### src/rtl/btct_pkg.sv
// Shared types and default widths for the stage sequencer and its memory port mux.
package btct_pkg;

  typedef enum logic [1:0] {
    IDLE  = 2'd0,
    START = 2'd1,
    RUN   = 2'd2,
    DONE  = 2'd3
  } seq_state_t;

  localparam int DEF_NUM_STAGES     = 2;
  localparam int DEF_DATA_W         = 8;
  localparam int DEF_HOST_ADDR_W    = 10;
  localparam int DEF_STAGE_ADDR_W   = 10;
  localparam int DEF_MEM_ADDR_W     = 16;
  localparam int DEF_TIMEOUT_CYCLES = 4096;

  // A single stage still needs a one-bit index register.
  function automatic int cur_width(input int n);
    return (n > 1) ? $clog2(n) : 1;
  endfunction

endpackage

### src/rtl/mem_port_mux.sv
// Combinational SRAM port mux: picks host or the current stage, applies
// write-over-read priority, zero-extends addresses and routes read data back.
module mem_port_mux
  import btct_pkg::*;
#(
  parameter int NUM_STAGES   = DEF_NUM_STAGES,
  parameter int DATA_W       = DEF_DATA_W,
  parameter int HOST_ADDR_W  = DEF_HOST_ADDR_W,
  parameter int STAGE_ADDR_W = DEF_STAGE_ADDR_W,
  parameter int MEM_ADDR_W   = DEF_MEM_ADDR_W,
  parameter int CUR_W        = cur_width(DEF_NUM_STAGES)
) (
  input  logic                               i_host_sel,
  input  logic [CUR_W-1:0]                   i_cur,
  input  logic                               i_host_r,
  input  logic                               i_host_w,
  input  logic [HOST_ADDR_W-1:0]             i_host_addr,
  input  logic [DATA_W-1:0]                  i_host_wdata,
  input  logic [NUM_STAGES-1:0]              i_stage_r,
  input  logic [NUM_STAGES-1:0]              i_stage_w,
  input  logic [NUM_STAGES*STAGE_ADDR_W-1:0] i_stage_addr,
  input  logic [NUM_STAGES*DATA_W-1:0]       i_stage_wdata,
  input  logic [DATA_W-1:0]                  i_mem_rdata,
  output logic                               o_mem_r,
  output logic                               o_mem_w,
  output logic [MEM_ADDR_W-1:0]              o_mem_addr,
  output logic [DATA_W-1:0]                  o_mem_wdata,
  output logic [DATA_W-1:0]                  o_host_rdata,
  output logic [DATA_W-1:0]                  o_stage_rdata
);

  logic                  w_req_r;
  logic                  w_req_w;
  logic [MEM_ADDR_W-1:0] w_addr;
  logic [DATA_W-1:0]     w_wdata;

  always_comb begin
    w_req_r = 1'b0;
    w_req_w = 1'b0;
    w_addr  = {MEM_ADDR_W{1'b0}};
    w_wdata = {DATA_W{1'b0}};
    if (i_host_sel) begin
      w_req_r = i_host_r;
      w_req_w = i_host_w;
      w_addr  = MEM_ADDR_W'(i_host_addr);
      w_wdata = i_host_wdata;
    end else begin
      w_req_r = i_stage_r[i_cur];
      w_req_w = i_stage_w[i_cur];
      w_addr  = MEM_ADDR_W'(i_stage_addr[i_cur*STAGE_ADDR_W +: STAGE_ADDR_W]);
      w_wdata = i_stage_wdata[i_cur*DATA_W +: DATA_W];
    end
  end

  // Idle port drives all zeros so the SRAM sees a clean bus between accesses.
  assign o_mem_w       = w_req_w;
  assign o_mem_r       = w_req_r & ~w_req_w;
  assign o_mem_addr    = (w_req_r | w_req_w) ? w_addr : {MEM_ADDR_W{1'b0}};
  assign o_mem_wdata   = w_req_w ? w_wdata : {DATA_W{1'b0}};
  assign o_host_rdata  = (i_host_sel & i_host_r) ? i_mem_rdata : {DATA_W{1'b0}};
  assign o_stage_rdata = (~i_host_sel & i_stage_r[i_cur]) ? i_mem_rdata : {DATA_W{1'b0}};

endmodule

### src/rtl/stage_mem_sequencer.sv
// Starts NUM_STAGES stages in turn and lends each the shared SRAM; the host owns it when idle.
// Optional per-stage watchdog enabled by defining STAGE_TIMEOUT_EN.
module stage_mem_sequencer
  import btct_pkg::*;
#(
  parameter int NUM_STAGES     = DEF_NUM_STAGES,
  parameter int DATA_W         = DEF_DATA_W,
  parameter int HOST_ADDR_W    = DEF_HOST_ADDR_W,
  parameter int STAGE_ADDR_W   = DEF_STAGE_ADDR_W,
  parameter int MEM_ADDR_W     = DEF_MEM_ADDR_W,
  parameter int TIMEOUT_CYCLES = DEF_TIMEOUT_CYCLES
) (
  input  logic                               clk,
  input  logic                               n_rst,
  input  logic                               all_start,
  output logic                               all_busy,
  output logic                               all_finish,
  output logic                               seq_error,
  input  logic                               host_r,
  input  logic                               host_w,
  input  logic [HOST_ADDR_W-1:0]             host_addr,
  input  logic [DATA_W-1:0]                  host_wdata,
  output logic [DATA_W-1:0]                  host_rdata,
  output logic                               host_reject,
  output logic [NUM_STAGES-1:0]              stage_start,
  input  logic [NUM_STAGES-1:0]              stage_finish,
  input  logic [NUM_STAGES-1:0]              stage_r,
  input  logic [NUM_STAGES-1:0]              stage_w,
  input  logic [NUM_STAGES*STAGE_ADDR_W-1:0] stage_addr,
  input  logic [NUM_STAGES*DATA_W-1:0]       stage_wdata,
  output logic [DATA_W-1:0]                  stage_rdata,
  output logic                               mem_r,
  output logic                               mem_w,
  output logic [MEM_ADDR_W-1:0]              mem_addr,
  output logic [DATA_W-1:0]                  mem_wdata,
  input  logic [DATA_W-1:0]                  mem_rdata
);

  localparam int               CUR_W = cur_width(NUM_STAGES);
  localparam logic [CUR_W-1:0] LAST  = CUR_W'(NUM_STAGES - 1);

  seq_state_t       r_state;
  seq_state_t       w_state_nxt;
  logic [CUR_W-1:0] r_cur;
  logic [CUR_W-1:0] w_cur_nxt;
  logic             r_seq_error;
  logic             w_seq_error_nxt;
  logic             r_host_reject;
  logic             w_busy;
  logic             w_fin_cur;
  logic             w_timeout;

  assign w_busy    = (r_state != IDLE);
  assign w_fin_cur = stage_finish[r_cur];

`ifdef STAGE_TIMEOUT_EN
  localparam int CNT_W = $clog2(TIMEOUT_CYCLES + 1);
  logic [CNT_W-1:0] r_cnt;

  // The count holds the number of RUN cycles already spent by the current stage.
  always_ff @(posedge clk or negedge n_rst) begin
    if (!n_rst) begin
      r_cnt <= {CNT_W{1'b0}};
    end else if (r_state == START) begin
      r_cnt <= {CNT_W{1'b0}};
    end else if (r_state == RUN) begin
      r_cnt <= r_cnt + 1'b1;
    end else begin
      r_cnt <= r_cnt;
    end
  end

  assign w_timeout = (r_state == RUN) && (r_cnt == CNT_W'(TIMEOUT_CYCLES - 1));
`else
  assign w_timeout = 1'b0;
`endif

  always_comb begin
    w_state_nxt     = r_state;
    w_cur_nxt       = r_cur;
    w_seq_error_nxt = r_seq_error;
    case (r_state)
      IDLE: begin
        if (all_start) begin
          w_state_nxt     = START;
          w_cur_nxt       = {CUR_W{1'b0}};
          w_seq_error_nxt = 1'b0;
        end else begin
          w_state_nxt = IDLE;
        end
      end
      START: w_state_nxt = RUN;
      RUN: begin
        // A finish on the last watchdog cycle still counts as a clean finish.
        if (w_fin_cur) begin
          if (r_cur == LAST) begin
            w_state_nxt = DONE;
          end else begin
            w_cur_nxt   = r_cur + 1'b1;
            w_state_nxt = START;
          end
        end else if (w_timeout) begin
          w_state_nxt     = DONE;
          w_seq_error_nxt = 1'b1;
        end else begin
          w_state_nxt = RUN;
        end
      end
      DONE:    w_state_nxt = IDLE;
      default: w_state_nxt = IDLE;
    endcase
  end

  always_ff @(posedge clk or negedge n_rst) begin
    if (!n_rst) begin
      r_state       <= IDLE;
      r_cur         <= {CUR_W{1'b0}};
      r_seq_error   <= 1'b0;
      r_host_reject <= 1'b0;
    end else begin
      r_state       <= w_state_nxt;
      r_cur         <= w_cur_nxt;
      r_seq_error   <= w_seq_error_nxt;
      r_host_reject <= w_busy & (host_r | host_w);
    end
  end

  assign all_busy    = w_busy;
  assign all_finish  = (r_state == DONE);
  assign seq_error   = r_seq_error;
  assign host_reject = r_host_reject;
  assign stage_start = (r_state == START) ? (NUM_STAGES'(1) << r_cur) : {NUM_STAGES{1'b0}};

  mem_port_mux #(
    .NUM_STAGES  (NUM_STAGES),
    .DATA_W      (DATA_W),
    .HOST_ADDR_W (HOST_ADDR_W),
    .STAGE_ADDR_W(STAGE_ADDR_W),
    .MEM_ADDR_W  (MEM_ADDR_W),
    .CUR_W       (CUR_W)
  ) u_mux (
    .i_host_sel   (~w_busy),
    .i_cur        (r_cur),
    .i_host_r     (host_r),
    .i_host_w     (host_w),
    .i_host_addr  (host_addr),
    .i_host_wdata (host_wdata),
    .i_stage_r    (stage_r),
    .i_stage_w    (stage_w),
    .i_stage_addr (stage_addr),
    .i_stage_wdata(stage_wdata),
    .i_mem_rdata  (mem_rdata),
    .o_mem_r      (mem_r),
    .o_mem_w      (mem_w),
    .o_mem_addr   (mem_addr),
    .o_mem_wdata  (mem_wdata),
    .o_host_rdata (host_rdata),
    .o_stage_rdata(stage_rdata)
  );

endmodule

### config.mk
export PLATFORM = sky130hd
export DESIGN_NAME = stage_mem_sequencer
export DESIGN_NICKNAME = d
export VERILOG_FILES = /design/src/rtl/btct_pkg.sv /design/src/rtl/mem_port_mux.sv /design/src/rtl/stage_mem_sequencer.sv
export SDC_FILE = /design/constraint.sdc
export NUM_CORES = 1
export LEC_CHECK = 0
export CORE_ASPECT_RATIO = 1.25
export CORE_UTILIZATION = 27
export DETAILED_ROUTE_END_ITERATION = 10
export PLACE_DENSITY = 0.85
export SYNTH_ARGS = -nofsm -noshare
export SYNTH_HDL_FRONTEND = slang
export SYNTH_SLANG_ARGS = --single-unit
### constraint.sdc
create_clock -name clk -period 4.5 [get_ports clk]
set_input_delay 1.35 -clock clk [delete_from_list [all_inputs] [get_ports clk]]
set_output_delay 1.35 -clock clk [all_outputs]
set_load 0.03 [all_outputs]
Word level (Yosys, flattened, before mapping)
Index checks and enable logic that the tools add are counted.
W data, S select, Z words.
- register bits: 4
- output and inout bits: 48
- logic and storage cells: 49
- $add $sub $neg: 1
- $mul: 1
- magnitude comparators: 1
- eq/ne operators: 5
- shift-type cells: 3
- multiplexer cells: 23
- bitwise operators: 8
- reductions and logical operators: 4
- operator list (kind ; number):
    $mux W8 ; 4
    $mux W10 ; 2
    $shiftx A20 B6 Y10 ; 1
    $shiftx A16 B5 Y8 ; 1
    $mux W1 ; 12
    $pmux W2 S4 ; 1
    $mux W2 ; 3
    $and A1 B1 Y1 ; 4
    $eq A2 B2 Y1 const B ; 2
    $mul A1 B3 Y4 const B ; 1
    $ne A2 B2 Y1 const B ; 2
    $reduce_bool A2 Y1 ; 2
    $reduce_and A3 Y1 ; 1
    $eq A2 B1 Y1 const B ; 1
    $logic_not A2 Y1 ; 1
    $lt A1 B2 Y1 const B ; 1
    $not A1 Y1 ; 2
    $or A1 B1 Y1 ; 2
    $pmux W1 S2 ; 1
    $shl A1 B1 Y2 const A ; 1
    $add A1 B1 Y1 const B ; 1

Depth between registers and ports, before layout
Gate-level depths: netlist of run 1.
- word-level depth: 5
- gate-level depth with buffers: 8
- gate-level depth less buffers: 5

Cells and area by module
Synthesis of run 1 repeated with hierarchy kept, for this count alone.
- cells, all modules: 119
- area, all modules: 980.9 µm²
- modules (own cells, without submodules) (module ; instances ; cells an instance ; area each (µm²) ; seq. area each (µm²)):
    mem_port_mux ; 1 ; 93 ; 757.0 ; 0.0
    stage_mem_sequencer ; 1 ; 26 ; 224.0 ; 100.1

Worst setup path after synthesis of run 1
No wires, ideal clock.
- kind: input port to output port
- start: input port stage_r[1]
- end: output port mem_addr[0]
- arrival time: 2.641 ns
- data required time: 3.150 ns
- setup slack: 0.509 ns
- stages on the path: 4
- cells stage by stage: mux2_2 > mux2i_1 > buf_2 > a221oi_1
- cells in the longest elaborated chain, start to end: 5
- ends and longest elaborated chain (item ; line ; RTL):
    from (decl) ; stage_mem_sequencer.sv:27 ; input logic [NUM_STAGES-1:0] stage_r,
    $mux W1 (not written as such) (2 in a row) ; mem_port_mux.sv:48 ; w_req_r = i_stage_r[i_cur];
    $mux W1 ; mem_port_mux.sv:42 ; if (i_host_sel) begin
    $or A1 B1 Y1 ; mem_port_mux.sv:58 ; assign o_mem_addr = (w_req_r | w_req_w) ? w_addr : {MEM_ADDR_W{1'b0}};
    $mux W10 ; mem_port_mux.sv:58 ;
    to (decl) ; stage_mem_sequencer.sv:34 ; output logic [MEM_ADDR_W-1:0] mem_addr,
Every way passes these cells. The select of a mux whose other input is x is not followed.

Final worst setup path of run 1
- start: input port stage_r[0]
- end: output port stage_rdata[6]
- cells in the longest elaborated chain, start to end: 4
- ends and longest elaborated chain (item ; line ; RTL):
    $mux W1 (not written as such) (2 in a row) ; mem_port_mux.sv:61 ; assign o_stage_rdata = (~i_host_sel & i_stage_r[i_cur]) ? i_mem_rdata : {DATA_W{1'b0}};
    $and A1 B1 Y1 ; mem_port_mux.sv:61 ;
    $mux W8 ; mem_port_mux.sv:61 ;
    to (decl) ; stage_mem_sequencer.sv:31 ; output logic [DATA_W-1:0] stage_rdata,
Every way passes these cells. The select of a mux whose other input is x is not followed.

==> run_results.csv, run 1 <==
group,metric,value,unit
outcome,status,"finished, final reports clean",
synth,synth_compound_area_share,20.5,%
clocking,clk_path_buf_depth,2,
synth,synth_area_leaders,"mux2i_1 (23%), and3_1 (11%), dfrtp_1 (11%)",
timing,fin_crit_sh,94.3,%
worst_setup_path,max_stage_delay,0.69,ns
synth,ys_seq_area_share,11.4,%
timing,maxSlewViolCount,0,
final_layout,insertedDiodeCount,0,
placed_design,place_area,0.00194,mm2
worst_setup_path,worst_ep_required_time,3.15,ns
pwr,power_density,633,mW/mm2
detailed_routing,drtIter0Drc,33,
floorplanning,initial_core_util,29.1,%
synth,synth-edff-count,0,
final_layout,final_layout_size_suffix_gt1_share,13.2,%
clocking,cts_sinks,4,
pwr,peakVddDrop,0.446,mV
timing,hold_viol,0,
run,cap_violations,0,
clocking,htreeDepth,1,
synth,synth_fa_ha_area_share,0,%
global_routing,overflow,0,
final_layout,final_common_cell,"clkdlybuf4s50_1",
worst_setup_path,cp_num_buf_inv,2,
worst_setup_path,critPathMostFrequentCell,"clkdlybuf4s50_1",
synth,ys.flop_type,"dfrtp_1",
global_routing,grt_antenna_before_repair,0,
clocking,cts.clk_slew.worst_paths,0.04,ns
synth,yosys.area_share.simple,28.3,%
detailed_routing,vias,1296,
timing,setup_tns,0,ns
clocking,cts-hold-fix-buffers,0,
floorplanning,die_h,65.9,um
placed_design,gp_congestion,0.725,
detailed_routing,drtAntennaViolNets,0,
worst_setup_path,cp_top_family,"buffers and inverters",
timing,period_minus_slack,4.24,ns
synth,synthMuxAreaShare,24.0,%
timing,slew_headroom,64.8,%
worst_setup_path,critPathArrivalTime,2.89,ns
synth,syn_area,881,um2
global_routing,grt_pass1_wl,5240,um
detailed_routing,drc,0,
timing,rsz0062_at_grt,"false",
synth,syn_area_per_cell,7.34,um2
timing,worst_pin_slew,0.528,ns
worst_setup_path,worstPathCellList,"clkdlybuf4s50_1 -> mux2_2 -> and3_1 -> clkdlybuf4s50_1",
worst_setup_path,start_kind,"input pin",
worst_setup_path,slowest_stage,"clkdlybuf4s50_1",
clocking,root_buffer,"clkbuf_4",
final_layout,design_area,0.00196,mm2
final_layout,fillerInstances,282,
synth,ys_types,25,
floorplanning,dieArea,0.00350,mm2
synth,synth_top_family_by_area,"simple AND/OR/NAND/NOR gates",
floorplanning,core_area,0.00303,mm2
global_routing,grtUsageTotal,20.1,%
placed_design,portBuffers,113,
worst_setup_path,worst-path-max-fanout,9,
synth,synth_xor_area_share,0,%
synth,synth_warnings,0,
floorplanning,ioPinCount,121,
clocking,clk_latency,0.24,ns
floorplanning,std_cell_rows,22,
clocking,cts_resized,0,
clocking,post-cts-setup-buffer-count,0,
synth,synth_top_area_share,22.7,%
synth,synthArstFlopShare,100,%
global_routing,grt_pass1_vias,1193,
timing,max_freq,236,MHz
synth,yosys_register_bits,4,
detailed_routing,viasPerCell,4.91,
worst_setup_path,critPathKind,"input pin to primary output",
placed_design,dpl.hpwl,2810,um
timing,setup_violations,0,
synth,syn_inst,120,
pwr,p_leak,0.000850,uW
detailed_routing,wl_per_cell,13.2,um
detailed_routing,dr.pass1.iters,5,
final_layout,nets,303,
clocking,numCtsBuffers,3,
global_routing,grt_start_max_net_pins,32,
worst_setup_path,worstSetupEndpointType,"primary output",
detailed_routing,wl,3500,um
synth,synth_top_area_cell,"mux2i_1",
clocking,cts_tree,"built",
hold_path,min_path_type,"flop to flop",
final_layout,area_delta_synth_final,123,%
timing,worst_clock_skew,0.00183,ns
final_layout,final_cell_mix,"clkdlybuf4s50_1 (94), nor2_1 (25), buf_4 (23)",
floorplanning,die_x,53.1,um
cells by family (layout without fill, tap and decap cells):
family | count (synthesis) | in the layout
and+or+nand+nor | 50 | 50
AOI/OAI and AO/OA | 22 | 22
buffers and inverters | 22 | 124
muxes | 21 | 21
DFF | 4 | 4
other | 1 | 7
registers in the layout, indices dropped and copies added, names as in the netlist:
| name | cells |
|---|---|
| r_state | 2 |
| r_cur | 1 |
| host_reject | 1 |
power by group:
group          leakage (uW)  internal [uW]  total [uW]  switching [uW]
combinational      0.000787            446        1110             665
clock             0.0000138           29.8        44.7            14.9
sequential        0.0000501           51.7        87.4            35.8
per-layer routing:
metal,up-vias,track usage [%],wire length [um]
met2,71,38.9,1950
met5,-,0,0
met1,584,20.0,1160
met4,0,6.58,13
met3,2,4.83,373
li1,639,-,-
final cells by class:
class,instances,area (um2),area share [%]
clock buffers,3,22.5,1.15
inverters,4,15.0,0.765
multi-input cells,100,667,34.0
flip-flops and latches,4,100,5.10
well taps,36,45.0,2.29
repair buffers,117,1110,56.7
synthesized netlist by cell type (2+ instances only):
cell	count
nor2_1	25
mux2i_1	20
and3_1	16
a221oi_1	9
a211oi_1	8
buf_4	7
buf_2	4
clkbuf_1	4
dfrtp_1	4
buf_6	3
inv_1	3
a21oi_1	2
nand2_1	2
nand2b_1	2
per-stage QoR:
step | util, % | setup WS [ns] | total power, uW | hold slack, ns | instances
after detailed placement | 64.1 | 0.259 | 1200 | 0.567 | 261
after global routing | 64.8 | 0.0918 | 1330 | 0.603 | 264
after CTS | 64.8 | 0.256 | 1250 | 0.587 | 264
after floorplan | - | 0.509 | 817 | 0.525 | 126
final | 64.8 | 0.257 | 1240 | 0.595 | 264
after global placement | 64.1 | 0.290 | 1190 | 0.555 | 261
worst paths after layout:
| kind | startpoint | to | slack (ns) | cells past startpoint |
|---|---|---|---|---|
| worst max-delay path | stage_r[0] | stage_rdata[6] | 0.26 | 4 |
| worst min-delay path | r_state[0] | r_state[0] | 0.59 | 1 |
| worst max register to register | r_cur | r_state[0] | 3.34 | 2 |
| worst min register to register | r_state[0] | r_state[0] | 0.59 | 1 |
| max in group asynchronous | n_rst | r_state[1] | 3.02 | 1 |
| min in group asynchronous | n_rst | r_state[0] | 1.32 | 1 |
No activity file was read; power rests on OpenSTA's default activity.
==> run 2, diff against run 1 <==
--- a/config.mk
+++ b/config.mk
@@ -7,6 +7,7 @@
 export LEC_CHECK = 0
 export CORE_ASPECT_RATIO = 1.25
 export CORE_UTILIZATION = 27
+export CTS_BUF_LIST = sky130_fd_sc_hd__clkbuf_8
 export DETAILED_ROUTE_END_ITERATION = 10
 export PLACE_DENSITY = 0.85
 export SYNTH_ARGS = -nofsm -noshare
==> run_results.csv, run 2 (synthesis results as in run 1) <==
group,metric,value,unit
worst_setup_path,critPathArrivalTime,2.89,ns
final_layout,area_delta_synth_final,125,%
timing,fin_crit_sh,94.3,%
floorplanning,die_h,65.9,um
floorplanning,std_cell_rows,22,
timing,worst_clock_skew,0.00164,ns
clocking,cts_resized,0,
floorplanning,core_area,0.00303,mm2
worst_setup_path,critPathMostFrequentCell,"clkdlybuf4s50_1",
final_layout,regMostFlops,"r_state",
final_layout,nets,303,
floorplanning,initial_core_util,29.1,%
final_layout,final_util,65.5,%
pwr,p_leak,0.000858,uW
detailed_routing,drtIter0Drc,36,
detailed_routing,wl_per_cell,13.1,um
clocking,cts_tree,"built",
pwr,power.share.sequential,6.8,%
worst_setup_path,reg2reg_depth,2,
detailed_routing,drc,0,
pwr,peakVddDrop,0.451,mV
timing,holdWs,0.592,ns
final_layout,largest_reg_flops,2,
worst_setup_path,r2r-start,"r_cur",
hold_path,min_from,"r_state[0]",
hold_path,hold_depth,1,
timing,slew_headroom,66.0,%
detailed_routing,viasPerCell,4.92,
final_layout,final_cell_mix,"clkdlybuf4s50_1 (94), nor2_1 (25), buf_4 (23)",
timing,maxSlewViolCount,0,
worst_setup_path,rr_endpoint,"r_state[0]",
placed_design,dpl.hpwl,2810,um
clocking,numCtsBuffers,3,
clocking,htreeDepth,1,
detailed_routing,dr.pass1.iters,3,
pwr,power_density,641,mW/mm2
floorplanning,die_x,53.1,um
worst_setup_path,worstPathCellList,"clkdlybuf4s50_1 -> mux2_2 -> and3_1 -> clkdlybuf4s50_1",
global_routing,grt_use_met1,20.8,%
placed_design,portBuffers,113,
worst_setup_path,max_stage_delay,0.69,ns
floorplanning,ioPinCount,121,
pwr,p_switching,716,uW
clocking,cts.clk_slew.worst_paths,0.03,ns
global_routing,grt_pass1_vias,1182,
timing,setup_violations,0,
global_routing,use_met3,4.37,%
global_routing,overflow,0,
worst_setup_path,worst_ep_required_time,3.15,ns
worst_setup_path,worstSetupEndpointType,"primary output",
final_layout,insertedDiodeCount,0,
hold_path,min_path_type,"flop to flop",
worst_setup_path,worst-path-max-fanout,9,
clocking,cts-hold-fix-buffers,0,
timing,setup_tns,0,ns
global_routing,grtUsageTotal,20.2,%
clocking,root_buffer,"clkbuf_8",
global_routing,grt_antenna_before_repair,0,
detailed_routing,wl,3470,um
run,cap_violations,0,
placed_design,gp_congestion,0.725,
global_routing,use_met2,38.6,%
floorplanning,dieArea,0.00350,mm2
final_layout,final_common_cell,"clkdlybuf4s50_1",
timing,worst_pin_slew,0.510,ns
pwr,p_clk_share,5.9,%
detailed_routing,drtAntennaViolNets,0,
hold_path,worstHoldEndpoint,"r_state[0]",
pwr,pwr-share-comb,87.3,%
clocking,post-cts-setup-buffer-count,0,
detailed_routing,vias,1298,
pwr,p_int,554,uW
clocking,clk_latency,0.22,ns
final_layout,fillerInstances,275,
pwr,swShare,56.4,%
global_routing,busiest_layer,"met2",
global_routing,grt_pass1_wl,5260,um
worst_setup_path,reg2reg_slack,3.36,ns
final_layout,final_layout_size_suffix_gt1_share,13.2,%
timing,rsz0062_at_grt,"false",
worst_setup_path,start_kind,"input pin",
worst_setup_path,critPathKind,"input pin to primary output",
outcome,status,"finished, final reports clean",
timing,period_minus_slack,4.24,ns
worst_setup_path,slowest_stage,"clkdlybuf4s50_1",
timing,hold_viol,0,
clocking,clk_path_buf_depth,2,
global_routing,grt_start_max_net_pins,32,
timing,max_freq,236,MHz
clocking,cts_sinks,4,
## run 2: cell types whose count changed in the layout (fill, tap and decap cells not counted)
cell,delta
clkbuf_8,+3
clkbuf_4,-3
## run 2: worst max path at each step
stage / to / start / slack (ns)
after floorplan: mem_addr[0] / stage_r[1] / 0.51
after CTS: mem_addr[7] / stage_r[0] / 0.26
final: stage_rdata[6] / stage_r[0] / 0.26
after global placement: stage_rdata[6] / stage_r[0] / 0.29
after detailed placement: stage_rdata[6] / stage_r[0] / 0.26
after global routing: mem_wdata[6] / stage_w[1] / 0.09
## run 2: worst max-delay path, delay by kind of cell
kind	cells	cell delay (ns)
buffers and inverters	2	1.15
muxes	1	0.23
and+or+nand+nor	1	0.17
## run 2: cell type report
| cell class | instances | area [um2] | area share, % |
|---|---|---|---|
| timing repair buffer | 117 | 1110 | 56.2 |
| multi-input combinational | 100 | 667 | 33.6 |
| sequential | 4 | 100 | 5.05 |
| tap | 36 | 45.0 | 2.27 |
| clock buffer | 3 | 41.3 | 2.08 |
| inverter | 4 | 15.0 | 0.758 |
## run 2: stage by stage
step	cells	worst slack, ns	total power, uW	cell area [um2]
3_5_place_dp	261	0.259	1200	1940
3_3_place_gp	261	0.290	1190	1940
5_1_grt	264	0.0853	1360	1980
2_1_floorplan	126	0.509	817	903
4_1_cts	264	0.256	1280	1980
6_report	264	0.256	1270	1980
## run 2: power by group through the flow
stage | Clock [uW] | Sequential, uW | Combinational [uW]
after detailed placement | 0 | 86.9 | 1120
after CTS | 75.6 | 87.1 | 1120
after global placement | 0 | 85.5 | 1110
after global routing | 77.5 | 90.2 | 1190
after floorplan | 0 | 78.0 | 739
final | 74.4 | 86.7 | 1110
## run 2: layer usage
layer / part of all wire, % / vias up
li1: - / 639
met1: 34 / 584
met2: 55 / 71
met3: 10 / 4
met4: 0.78 / 0
met5: 0 / -
==> run 3, diff against run 2 <==
--- a/config.mk
+++ b/config.mk
@@ -5,6 +5,7 @@
 export SDC_FILE = /design/constraint.sdc
 export NUM_CORES = 1
 export LEC_CHECK = 0
+export ABC_CLOCK_PERIOD_IN_PS = 4500
 export CORE_ASPECT_RATIO = 1.25
 export CORE_UTILIZATION = 27
 export CTS_BUF_LIST = sky130_fd_sc_hd__clkbuf_8
==> results of run 3 <==
Final layout, timing and power as in run 2 (identical DEF).
